===== config.mk =====
export PLATFORM = sky130hd
export DESIGN_NAME = k007232_voice_seq
export DESIGN_NICKNAME = d
export VERILOG_FILES = /design/src/rtl/k007232_pkg.sv /design/src/rtl/k007232_req_fifo.sv /design/src/rtl/k007232_voice_seq.sv
export SDC_FILE = /design/constraint.sdc
export NUM_CORES = 1
export LEC_CHECK = 0
export ABC_CLOCK_PERIOD_IN_PS = 3700
export BUFFER_PORTS_ARGS = -buffer_cell sky130_fd_sc_hd__buf_2
export CORE_MARGIN = 4
export CORE_UTILIZATION = 50
export CTS_CLUSTER_SIZE = 12
export DETAILED_ROUTE_END_ITERATION = 12
export GPL_TIMING_DRIVEN = 0
export PLACE_DENSITY = 0.73
export SYNTH_ARGS = -nofsm -noshare
export SYNTH_HDL_FRONTEND = slang
export SYNTH_HIERARCHICAL = 1
export SYNTH_SLANG_ARGS = --single-unit

===== constraint.sdc =====
create_clock -name i_EMUCLK -period 3.7 [get_ports i_EMUCLK]
set_input_delay 0.37 -clock i_EMUCLK [delete_from_list [all_inputs] [get_ports i_EMUCLK]]
set_output_delay 0.37 -clock i_EMUCLK [all_outputs]
set_load 0.01 [all_outputs]

===== src/rtl/k007232_pkg.sv =====
// -----------------------------------------------------------------------------
// k007232_pkg
// Shared definitions for the K007232 voice sequencer:
//   - chip register index constants
//   - FSM state enumeration
//   - request record carried through the request FIFO
//   - wr_entry(): maps a write index to the {register, data} pair for it
// Optional build macro: K007232_VOICE_SEQ_VOL_EN adds the volume nibble to the
// request and a register-13 (level) write before the trigger.
// -----------------------------------------------------------------------------
package k007232_pkg;

  localparam logic [3:0] REG_A_BASE = 4'd0;
  localparam logic [3:0] REG_B_BASE = 4'd6;
  localparam logic [3:0] REG_LOOP   = 4'd12;
  localparam logic [3:0] REG_SLEV   = 4'd13;
  localparam logic [3:0] OFS_TRIG   = 4'd4;

`ifdef K007232_VOICE_SEQ_VOL_EN
  // Eight writes per request: indices 0..7
  localparam logic [2:0] LAST_WR_IDX = 3'd7;
`else
  // Seven writes per request: indices 0..6
  localparam logic [2:0] LAST_WR_IDX = 3'd6;
`endif

  typedef enum logic [2:0] {
    ST_IDLE   = 3'd0,
    ST_POP    = 3'd1,
    ST_SETUP  = 3'd2,
    ST_STROBE = 3'd3,
    ST_HOLD   = 3'd4,
    ST_DONE   = 3'd5
  } state_t;

  typedef struct packed {
    logic        ch;
    logic [1:0]  mode;
    logic [11:0] pitch;
    logic [16:0] addr;
    logic        loop;
`ifdef K007232_VOICE_SEQ_VOL_EN
    logic [3:0]  vol;
`endif
  } req_t;

  // Register/data pair for write number idx of a request; the trigger write
  // is always the last one so the chip starts playback with every other
  // parameter already in place.
`ifdef K007232_VOICE_SEQ_VOL_EN
  function automatic logic [11:0] wr_entry(input logic [2:0] idx, input req_t req,
                                           input logic [1:0] loop_sh, input logic [7:0] vol_sh);
`else
  function automatic logic [11:0] wr_entry(input logic [2:0] idx, input req_t req,
                                           input logic [1:0] loop_sh);
`endif
    logic [3:0]  base;
    logic [11:0] ent;
    base = req.ch ? REG_B_BASE : REG_A_BASE;
    case (idx)
      3'd0:    ent = {base,            2'b00, req.mode, req.pitch[11:8]};
      3'd1:    ent = {base + 4'd1,     req.pitch[7:0]};
      3'd2:    ent = {base + 4'd3,     req.addr[7:0]};
      3'd3:    ent = {base + 4'd2,     req.addr[15:8]};
      3'd4:    ent = {base + 4'd5,     7'b0000000, req.addr[16]};
      3'd5:    ent = {REG_LOOP,        6'b000000, loop_sh};
`ifdef K007232_VOICE_SEQ_VOL_EN
      3'd6:    ent = {REG_SLEV,        vol_sh};
      3'd7:    ent = {base + OFS_TRIG, 8'h00};
`else
      3'd6:    ent = {base + OFS_TRIG, 8'h00};
`endif
      default: ent = 12'h000;
    endcase
    return ent;
  endfunction

endpackage


===== src/rtl/k007232_req_fifo.sv =====
// -----------------------------------------------------------------------------
// k007232_req_fifo
// Synchronous request FIFO, DEPTH entries of WIDTH bits (DEPTH power of two).
// Ports:
//   i_clk, i_rst (async, active-high)
//   i_push  : push request; accepted only while o_ready is high
//   i_pop   : pop request; ignored while empty
//   i_data  : entry written on an accepted push
//   o_data  : head entry (valid while !o_empty)
//   o_ready : registered, high while count < DEPTH
//   o_empty : count == 0
//   o_cnt   : registered entry count
// -----------------------------------------------------------------------------
module k007232_req_fifo #(
  parameter int DEPTH = 4,
  parameter int WIDTH = 8
) (
  input  logic                   i_clk,
  input  logic                   i_rst,
  input  logic                   i_push,
  input  logic                   i_pop,
  input  logic [WIDTH-1:0]       i_data,
  output logic [WIDTH-1:0]       o_data,
  output logic                   o_ready,
  output logic                   o_empty,
  output logic [$clog2(DEPTH):0] o_cnt
);

  localparam int PW = $clog2(DEPTH);
  localparam int CW = PW + 1;

  logic [WIDTH-1:0] r_mem [DEPTH];
  logic [PW-1:0]    r_wr_ptr;
  logic [PW-1:0]    r_rd_ptr;
  logic [CW-1:0]    r_cnt;
  logic [CW-1:0]    w_cnt_nx;
  logic             r_ready;
  logic             w_push;
  logic             w_pop;

  // Ready is the registered flag, so a push on a full FIFO is refused even if
  // a pop happens on the same edge.
  assign w_push = i_push && r_ready;
  assign w_pop  = i_pop && (r_cnt != {CW{1'b0}});

  // Next entry count; push and pop together cancel out
  always_comb begin
    w_cnt_nx = r_cnt;
    case ({w_push, w_pop})
      2'b10:   w_cnt_nx = r_cnt + CW'(1'b1);
      2'b01:   w_cnt_nx = r_cnt - CW'(1'b1);
      default: w_cnt_nx = r_cnt;
    endcase
  end

  // Pointers, count and ready flag
  always_ff @(posedge i_clk or posedge i_rst) begin
    if (i_rst) begin
      r_wr_ptr <= {PW{1'b0}};
      r_rd_ptr <= {PW{1'b0}};
      r_cnt    <= {CW{1'b0}};
      r_ready  <= 1'b1;
    end else begin
      if (w_push) begin
        r_wr_ptr <= r_wr_ptr + PW'(1'b1);
      end
      if (w_pop) begin
        r_rd_ptr <= r_rd_ptr + PW'(1'b1);
      end
      r_cnt   <= w_cnt_nx;
      r_ready <= (w_cnt_nx < CW'(DEPTH));
    end
  end

  // Storage array; contents are don't-care while the count says empty
  always_ff @(posedge i_clk) begin
    if (w_push) begin
      r_mem[r_wr_ptr] <= i_data;
    end
  end

  assign o_data  = r_mem[r_rd_ptr];
  assign o_ready = r_ready;
  assign o_empty = (r_cnt == {CW{1'b0}});
  assign o_cnt   = r_cnt;

endmodule


===== src/rtl/k007232_voice_seq.sv =====
// -----------------------------------------------------------------------------
// k007232_voice_seq
// Queues voice-start requests and replays each one as a burst of K007232
// register writes (SETUP / STROBE / HOLD per write, one phase per i_PCEN tick),
// finishing with the channel's trigger write.
// Ports:
//   i_EMUCLK           master clock
//   i_RST              async active-high reset, aborts any sequence
//   i_PCEN             tick enable for FSM, pops and bus outputs
//   i_REQ_VALID/o_REQ_READY, i_REQ_CH/MODE/PITCH/ADDR/LOOP  request push
//   i_REQ_VOL          (K007232_VOICE_SEQ_VOL_EN only) 4-bit channel level
//   o_AB, o_DB, o_DACS_n  chip register bus (registered)
//   o_BUSY             high outside IDLE
//   o_FIFO_CNT         queued request count
//   o_DONE, o_DONE_CH  one-clock pulse at end of trigger write + channel
// Build macro: K007232_VOICE_SEQ_VOL_EN (volume port, level shadow, reg-13 write).
// -----------------------------------------------------------------------------
module k007232_voice_seq
  import k007232_pkg::*;
#(
  parameter int FIFO_DEPTH = 4
) (
  input  logic                        i_EMUCLK,
  input  logic                        i_RST,
  input  logic                        i_PCEN,
  input  logic                        i_REQ_VALID,
  output logic                        o_REQ_READY,
  input  logic                        i_REQ_CH,
  input  logic [1:0]                  i_REQ_MODE,
  input  logic [11:0]                 i_REQ_PITCH,
  input  logic [16:0]                 i_REQ_ADDR,
  input  logic                        i_REQ_LOOP,
`ifdef K007232_VOICE_SEQ_VOL_EN
  input  logic [3:0]                  i_REQ_VOL,
`endif
  output logic [3:0]                  o_AB,
  output logic [7:0]                  o_DB,
  output logic                        o_DACS_n,
  output logic                        o_BUSY,
  output logic [$clog2(FIFO_DEPTH):0] o_FIFO_CNT,
  output logic                        o_DONE,
  output logic                        o_DONE_CH
);

  localparam int CW = $clog2(FIFO_DEPTH) + 1;

  req_t                   w_push_req;
  req_t                   w_head;
  req_t                   w_req_nx;
  req_t                   r_req;
  logic [$bits(req_t)-1:0] w_fifo_rdata;
  logic                   w_fifo_empty;
  logic                   w_fifo_ready;
  logic [CW-1:0]          w_fifo_cnt;
  logic                   w_pop;

  state_t                 r_state;
  state_t                 w_state_nx;
  logic [2:0]             r_idx;
  logic [2:0]             w_idx_nx;
  logic [1:0]             r_loop;
  logic [1:0]             w_loop_nx;
`ifdef K007232_VOICE_SEQ_VOL_EN
  logic [7:0]             r_vol;
  logic [7:0]             w_vol_nx;
`endif
  logic                   w_last;
  logic                   w_enter_setup;
  logic [11:0]            w_ent;

  logic [3:0]             r_ab;
  logic [3:0]             w_ab_nx;
  logic [7:0]             r_db;
  logic [7:0]             w_db_nx;
  logic                   r_dacs_n;
  logic                   w_dacs_n_nx;
  logic                   r_done;
  logic                   w_done_nx;
  logic                   r_done_ch;
  logic                   w_done_ch_nx;
  logic                   r_busy;

  assign w_push_req.ch    = i_REQ_CH;
  assign w_push_req.mode  = i_REQ_MODE;
  assign w_push_req.pitch = i_REQ_PITCH;
  assign w_push_req.addr  = i_REQ_ADDR;
  assign w_push_req.loop  = i_REQ_LOOP;
`ifdef K007232_VOICE_SEQ_VOL_EN
  assign w_push_req.vol   = i_REQ_VOL;
`endif

  k007232_req_fifo #(
    .DEPTH (FIFO_DEPTH),
    .WIDTH ($bits(req_t))
  ) u_fifo (
    .i_clk   (i_EMUCLK),
    .i_rst   (i_RST),
    .i_push  (i_REQ_VALID),
    .i_pop   (w_pop),
    .i_data  (w_push_req),
    .o_data  (w_fifo_rdata),
    .o_ready (w_fifo_ready),
    .o_empty (w_fifo_empty),
    .o_cnt   (w_fifo_cnt)
  );

  assign w_head = req_t'(w_fifo_rdata);
  assign w_pop  = i_PCEN && (r_state == ST_POP);
  assign w_last = (r_idx == LAST_WR_IDX);

  // FSM state register
  always_ff @(posedge i_EMUCLK or posedge i_RST) begin
    if (i_RST) begin
      r_state <= ST_IDLE;
    end else begin
      r_state <= w_state_nx;
    end
  end

  // FSM next state; every transition waits for a tick
  always_comb begin
    w_state_nx = r_state;
    if (i_PCEN) begin
      case (r_state)
        ST_IDLE:   w_state_nx = w_fifo_empty ? ST_IDLE : ST_POP;
        ST_POP:    w_state_nx = ST_SETUP;
        ST_SETUP:  w_state_nx = ST_STROBE;
        ST_STROBE: w_state_nx = ST_HOLD;
        ST_HOLD:   w_state_nx = w_last ? ST_DONE : ST_SETUP;
        ST_DONE:   w_state_nx = ST_IDLE;
        default:   w_state_nx = ST_IDLE;
      endcase
    end else begin
      w_state_nx = r_state;
    end
  end

  // Next request latch, write index and shadows. The shadows update in POP so
  // the loop (and level) writes of this very sequence already carry the new bit.
  always_comb begin
    w_req_nx  = w_pop ? w_head : r_req;
    w_idx_nx  = r_idx;
    w_loop_nx = r_loop;
`ifdef K007232_VOICE_SEQ_VOL_EN
    w_vol_nx  = r_vol;
`endif
    if (w_pop) begin
      w_idx_nx = 3'd0;
      if (w_req_nx.ch) begin
        w_loop_nx[1] = w_req_nx.loop;
`ifdef K007232_VOICE_SEQ_VOL_EN
        w_vol_nx[3:0] = w_req_nx.vol;
`endif
      end else begin
        w_loop_nx[0] = w_req_nx.loop;
`ifdef K007232_VOICE_SEQ_VOL_EN
        w_vol_nx[7:4] = w_req_nx.vol;
`endif
      end
    end else if (i_PCEN && (r_state == ST_HOLD) && !w_last) begin
      w_idx_nx = r_idx + 3'd1;
    end else begin
      w_idx_nx = r_idx;
    end
  end

  // Request latch, write index and shadow registers
  always_ff @(posedge i_EMUCLK or posedge i_RST) begin
    if (i_RST) begin
      r_req  <= '0;
      r_idx  <= 3'd0;
      r_loop <= 2'b00;
`ifdef K007232_VOICE_SEQ_VOL_EN
      r_vol  <= 8'h00;
`endif
    end else begin
      r_req  <= w_req_nx;
      r_idx  <= w_idx_nx;
      r_loop <= w_loop_nx;
`ifdef K007232_VOICE_SEQ_VOL_EN
      r_vol  <= w_vol_nx;
`endif
    end
  end

  // FSM outputs: bus values are computed for the state being entered so the
  // registered bus lines up with the registered state.
  always_comb begin
`ifdef K007232_VOICE_SEQ_VOL_EN
    w_ent = wr_entry(w_idx_nx, w_req_nx, w_loop_nx, w_vol_nx);
`else
    w_ent = wr_entry(w_idx_nx, w_req_nx, w_loop_nx);
`endif
    w_enter_setup = i_PCEN && ((r_state == ST_POP) || ((r_state == ST_HOLD) && !w_last));
    if (w_enter_setup) begin
      w_ab_nx = w_ent[11:8];
      w_db_nx = w_ent[7:0];
    end else begin
      w_ab_nx = r_ab;
      w_db_nx = r_db;
    end
    w_dacs_n_nx = (w_state_nx != ST_STROBE);
    w_done_nx   = i_PCEN && (r_state == ST_HOLD) && w_last;
    if (w_done_nx) begin
      w_done_ch_nx = r_req.ch;
    end else begin
      w_done_ch_nx = r_done_ch;
    end
  end

  // Output registers
  always_ff @(posedge i_EMUCLK or posedge i_RST) begin
    if (i_RST) begin
      r_ab      <= 4'd0;
      r_db      <= 8'd0;
      r_dacs_n  <= 1'b1;
      r_done    <= 1'b0;
      r_done_ch <= 1'b0;
      r_busy    <= 1'b0;
    end else begin
      r_ab      <= w_ab_nx;
      r_db      <= w_db_nx;
      r_dacs_n  <= w_dacs_n_nx;
      r_done    <= w_done_nx;
      r_done_ch <= w_done_ch_nx;
      r_busy    <= (w_state_nx != ST_IDLE);
    end
  end

  assign o_AB        = r_ab;
  assign o_DB        = r_db;
  assign o_DACS_n    = r_dacs_n;
  assign o_DONE      = r_done;
  assign o_DONE_CH   = r_done_ch;
  assign o_BUSY      = r_busy;
  assign o_REQ_READY = w_fifo_ready;
  assign o_FIFO_CNT  = w_fifo_cnt;

endmodule


==> impl_summary.md <==
Worst hold path
The worst hold path begins at i_REQ_PITCH[9]. The tightest min-delay check is of the in2reg type. The cell count of the worst hold path is 1. The worst hold path terminates at u_fifo/r_mem[3][27]$_DFFE_PP_.

Logic synthesis
Dividing the synthesized area by the synthesized cell count gives ~15 um^2. The synthesized flop and latch total is between 150 and 200. The cell area that synthesis handed to floorplanning was 8089 um^2. For this run, the leading register cell type out of synthesis is sky130_fd_sc_hd__edfxtp_1.

The number of nets produced by synthesis is approximately 580. Summing the sequential cell areas from Yosys gives 68.83% of the chip area. The synthesized netlist contains 57 unique library cells. The count of yosys warnings during synthesis is 6. The count of flip-flops with a built-in enable after synthesis is around 130. Counting every instance in the synthesized netlist gives 527. After synthesis, the share of flip-flops with an asynchronous set or reset is between 30 and 40%.

Final layout
0 antenna diodes ended up in the layout. The filler cells instantiated in the layout total between 1000 and 1500. The count of cells in the finished layout, fillers not included, comes to ~830. With fillers left out, the area of the finished cells amounts to between 9000 and 10000 um^2.

Summing all multi-input logic gate instances after layout gives around 2300 um^2. The final net count is roughly 650. Compared with the post-synthesis result, the final layout area differs by 14.60%.

The area occupied by registers is 5568 um^2. Cells with a size suffix above 1 make up a little under a quarter of the layout. At the end of the flow the core is filled with cells to 58.36%.

Global route
The remaining global-route overflow is 0. The initial antenna violation count was 0. In the global route stage, overall resource usage came out at between 10% and 20%. The via count of the first global-routing pass is between 4000 and 5000. The first global-routing pass estimated 25470 um of wire. Entering global routing, the biggest net connects 34 pins.

Power and ir drop
The worst supply voltage drop on vdd is approximately 420 uV. The switching share of power is around a third. Summed over all nets, the switching power comes to between 2000 and 2500 uW. Power spread over the standard cell area amounts to 790.0 nW/um^2. The share of total power dissipated in the clock network is between 20% and 30%.

Combinational logic burns 31.6% of the power. The proportion of power drawn by flip-flops and latches is between 40% and 50%. Summed over all cells, the static leakage comes to about 0.0036 uW. The internal portion of the total power is roughly 5000 uW.

Clock network
The clock drives 196 sinks. CTS placed an instance of sky130_fd_sc_hd__clkbuf_16 at the clock tree root. The H-tree generated during clock tree synthesis spans 4 levels.

The number of cells upsized or downsized after cts is 0. The number of hold buffers added after CTS was 1. The TritonCTS clock tree is yes. The maximum root-to-sink buffer count is 2.

After clock tree synthesis, the clock-pin slew on the worst setup and hold paths is ~0.070 ns. The count of buffers added by post-CTS timing repair for setup is 0. The clock latency at the later pin of the worst-skew pair is about 0.43 ns. In this run, CTS created clock tree buffers numbering 17.

STA
Setup repair after global routing left no endpoint under its margin. The worst clock skew on the final layout is 0.01008 ns. The remaining max-slew budget at the tightest pin is between 30% and 40%. For the final routed database, the setup TNS stands at 0 ns. Timing would allow up to 300.5 MHz. Setup violations remaining at the end of the flow were counted as 0.

The final critical path time including I/O delays and setup is approximately 3.3 ns. The share of the clock period used by the worst path after layout is between 80% and 90%. The total count of hold-check failures in the final report was 0.

At the pin with the least slew margin, the transition time is ~0.93 ns. The tightest hold path in the finished design has a slack of 0.1573 ns. The final max-slew violation count is 0.

Floorplan
The floorplan has 46 rows. The total area inside the core boundary comes to about 16000 um^2. The height of the die is ~140 um. 57 I/O pins were placed. Measured along the x axis, the die boundary spans 135.2 um. The full die area is roughly 18000 um^2. The initial utilization of the core area, before any placement, comes to 50.92%.

Worst setup path
The critical path data arrival time is 3.64 ns. Traced cell by cell, the critical path runs through nand4bb_1 -> buf_2 -> inv_2 -> clkbuf_1 -> clkbuf_1 -> o31a_1 -> ha_1 -> fa_1 -> mux2_2. Among cell families on the critical path, the largest total delay comes from buffers and inverters. The register-to-register setup slack is approximately 0.37 ns. The origin of the critical flop-to-flop path is r_state[2]$_DFF_PP0_. The critical path startpoint category is a flip-flop. The worst register-to-register path has a depth of 9.

On the worst path, the slowest cell contributes a delay of approximately 0.52 ns. The endpoint type of the worst setup path is a flip-flop. The critical path is of the reg2reg type. For this design, the slowest cell found on the critical path is sky130_fd_sc_hd__clkbuf_1. For the worst setup path, the data required time is 4.01 ns.

In this run the critical register-to-register path is captured at u_fifo/o_cnt[1]$_DFFE_PP0N_. The maximum fanout count along the critical path is 10. The buffers plus inverters on the worst setup path is 4.

The cell that appears most often on the critical path is sky130_fd_sc_hd__clkbuf_1.

Place
The placed instance area is 8665 um^2. In this run, placement finished with an instance count of 800. The wire-length estimate of the detail-placed layout is about 11000 um.

The port buffer count is 56. The congestion estimate from routability-driven global placement came to 0.9072.

Routing
The DRC violation count after routing is 0. The post-detailed-routing wire length is 15970 um. The mean number of vias per cell is approximately 5.7. Detailed routing inserted a total of 4707 vias. After the first detailed-routing iteration, the DRC count stood at 376. Once detail routing completed, the nets flagged for antenna violations numbered 0. After detailed routing, the average wire length per cell comes to 19.18 um. The length of the first detailed-routing pass in iterations is 5.

Run status
The run finished with clean final reports.

Flow run
The tool flagged a number of max-cap violations equal to 0.
-- metrics by stage --
step | power (uW) | worst slack, ns
after CTS | 7373 | 0.3991
after floorplan | 4796 | 1.075
after detailed placement | 5509 | 0.4093
after global routing | 7726 | 0.1524
final | 7323 | 0.3723
after global placement | 5408 | 0.4771
-- synthesized netlist by cell type (6+ instances only) --
cell	number	area, um^2
sky130_fd_sc_hd__and3_1	6	37.54
sky130_fd_sc_hd__a21oi_1	12	60.06
sky130_fd_sc_hd__mux2_2	7	78.83
sky130_fd_sc_hd__nand2_1	109	409.1
sky130_fd_sc_hd__xnor2_1	6	52.55
sky130_fd_sc_hd__clkbuf_1	11	41.29
sky130_fd_sc_hd__mux4_2	28	630.6
sky130_fd_sc_hd__o21ai_0	15	75.07
sky130_fd_sc_hd__buf_2	7	35.03
sky130_fd_sc_hd__inv_1	10	37.54
sky130_fd_sc_hd__ha_1	9	112.6
sky130_fd_sc_hd__dfrtp_1	62	1551
sky130_fd_sc_hd__edfxtp_1	132	3964
sky130_fd_sc_hd__nor2_1	18	67.56
-- registers in the layout, indices dropped and copies added (netlist names), 3 cells and up, named ones only --
| register | flops |
|---|---|
| u_fifo/r_mem | 132 |
| r_state | 3 |
| o_AB | 4 |
| r_idx | 3 |
| r_req | 32 |
| o_DB | 8 |
-- layout by cell type (no fill, tap or decap), types with 3 or more instances in the layout --
master	synthesis	layout
sky130_fd_sc_hd__a211oi_1	5	5
sky130_fd_sc_hd__a21o_1	3	3
sky130_fd_sc_hd__a21oi_1	12	12
sky130_fd_sc_hd__a31oi_1	5	5
sky130_fd_sc_hd__and2_1	3	3
sky130_fd_sc_hd__and3_2	0	4
sky130_fd_sc_hd__buf_12	3	4
sky130_fd_sc_hd__buf_2	7	63
sky130_fd_sc_hd__bufinv_16	0	3
sky130_fd_sc_hd__clkbuf_1	11	16
sky130_fd_sc_hd__clkbuf_16	0	18
sky130_fd_sc_hd__clkinv_2	0	4
sky130_fd_sc_hd__dfrtp_1	62	62
sky130_fd_sc_hd__edfxtp_1	132	132
sky130_fd_sc_hd__ha_1	9	9
sky130_fd_sc_hd__inv_1	10	9
sky130_fd_sc_hd__mux2_2	7	7
sky130_fd_sc_hd__mux2i_1	5	5
sky130_fd_sc_hd__mux4_1	5	5
sky130_fd_sc_hd__mux4_2	28	28
sky130_fd_sc_hd__nand2_1	109	109
sky130_fd_sc_hd__nand3_1	5	5
sky130_fd_sc_hd__nand4_1	3	3
sky130_fd_sc_hd__nor2_1	18	18
sky130_fd_sc_hd__nor2b_1	4	4
sky130_fd_sc_hd__nor3_1	3	3
sky130_fd_sc_hd__o21ai_0	15	15
sky130_fd_sc_hd__o31a_1	3	3
sky130_fd_sc_hd__xnor2_1	6	6
sky130_fd_sc_hd__xor2_1	3	3
-- logic make-up (layout without fill, tap and decap cells) --
kind of cell	count (synthesis)	in the layout	share of synthesized area, %
AOI/OAI and AO/OA	67	67	5.662
muxes	46	46	11.20
buffers and inverters	35	125	2.521
and+or+nand+nor	163	163	8.925
DFF	196	196	68.83
xor gates and xnor gates	9	9	0.9745
adders and majority gates	11	11	1.887
-- routing by layer --
metal	track usage, %	routed length [um]	share of wire (%)	vias to the layer above
met3	5.126	948	5.9	23
met1	25.01	6664	42	2403
met2	29.89	8112	51	147
li1	-	-	-	2134
met4	5.711	249	1.6	0
met5	0	0	0	-
-- final cells by class --
| cell class | count | share of cell area (%) |
|---|---|---|
| flip-flops and latches | 196 | 60.06 |
| multi-input cells | 296 | 25.05 |
| clock buffers | 23 | 5.061 |
| repair buffers | 58 | 3.347 |
| well taps | 216 | 2.915 |
| plain buffers | 24 | 1.755 |
| clock inverters | 9 | 1.363 |
| inverters | 11 | 0.4454 |
-- how the worst max path moves through the flow --
stage	end	depth (start not counted)	slack [ns]	from
6_report	u_fifo/o_cnt[1]$_DFFE_PP0N_	9	0.37	r_state[2]$_DFF_PP0_
5_1_grt	u_fifo/o_cnt[1]$_DFFE_PP0N_	9	0.15	r_state[2]$_DFF_PP0_
4_1_cts	u_fifo/o_cnt[1]$_DFFE_PP0N_	9	0.40	r_state[2]$_DFF_PP0_
3_5_place_dp	u_fifo/o_cnt[1]$_DFFE_PP0N_	9	0.41	r_state[2]$_DFF_PP0_
3_3_place_gp	u_fifo/o_cnt[1]$_DFFE_PP0N_	10	0.48	i_PCEN
2_1_floorplan	u_fifo/o_cnt[1]$_DFFE_PP0N_	9	1.07	r_state[2]$_DFF_PP0_
-- power groups by stage --
stage	logic (uW)	clock network [uW]	registers (uW)
floorplan	1640	0	3150
global route	2530	1980	3210
detailed placement	2310	0	3200
finish	2310	1850	3160
global placement	2230	0	3170
CTS	2330	1880	3160
Note: power is estimated with default switching activity, not from simulation.
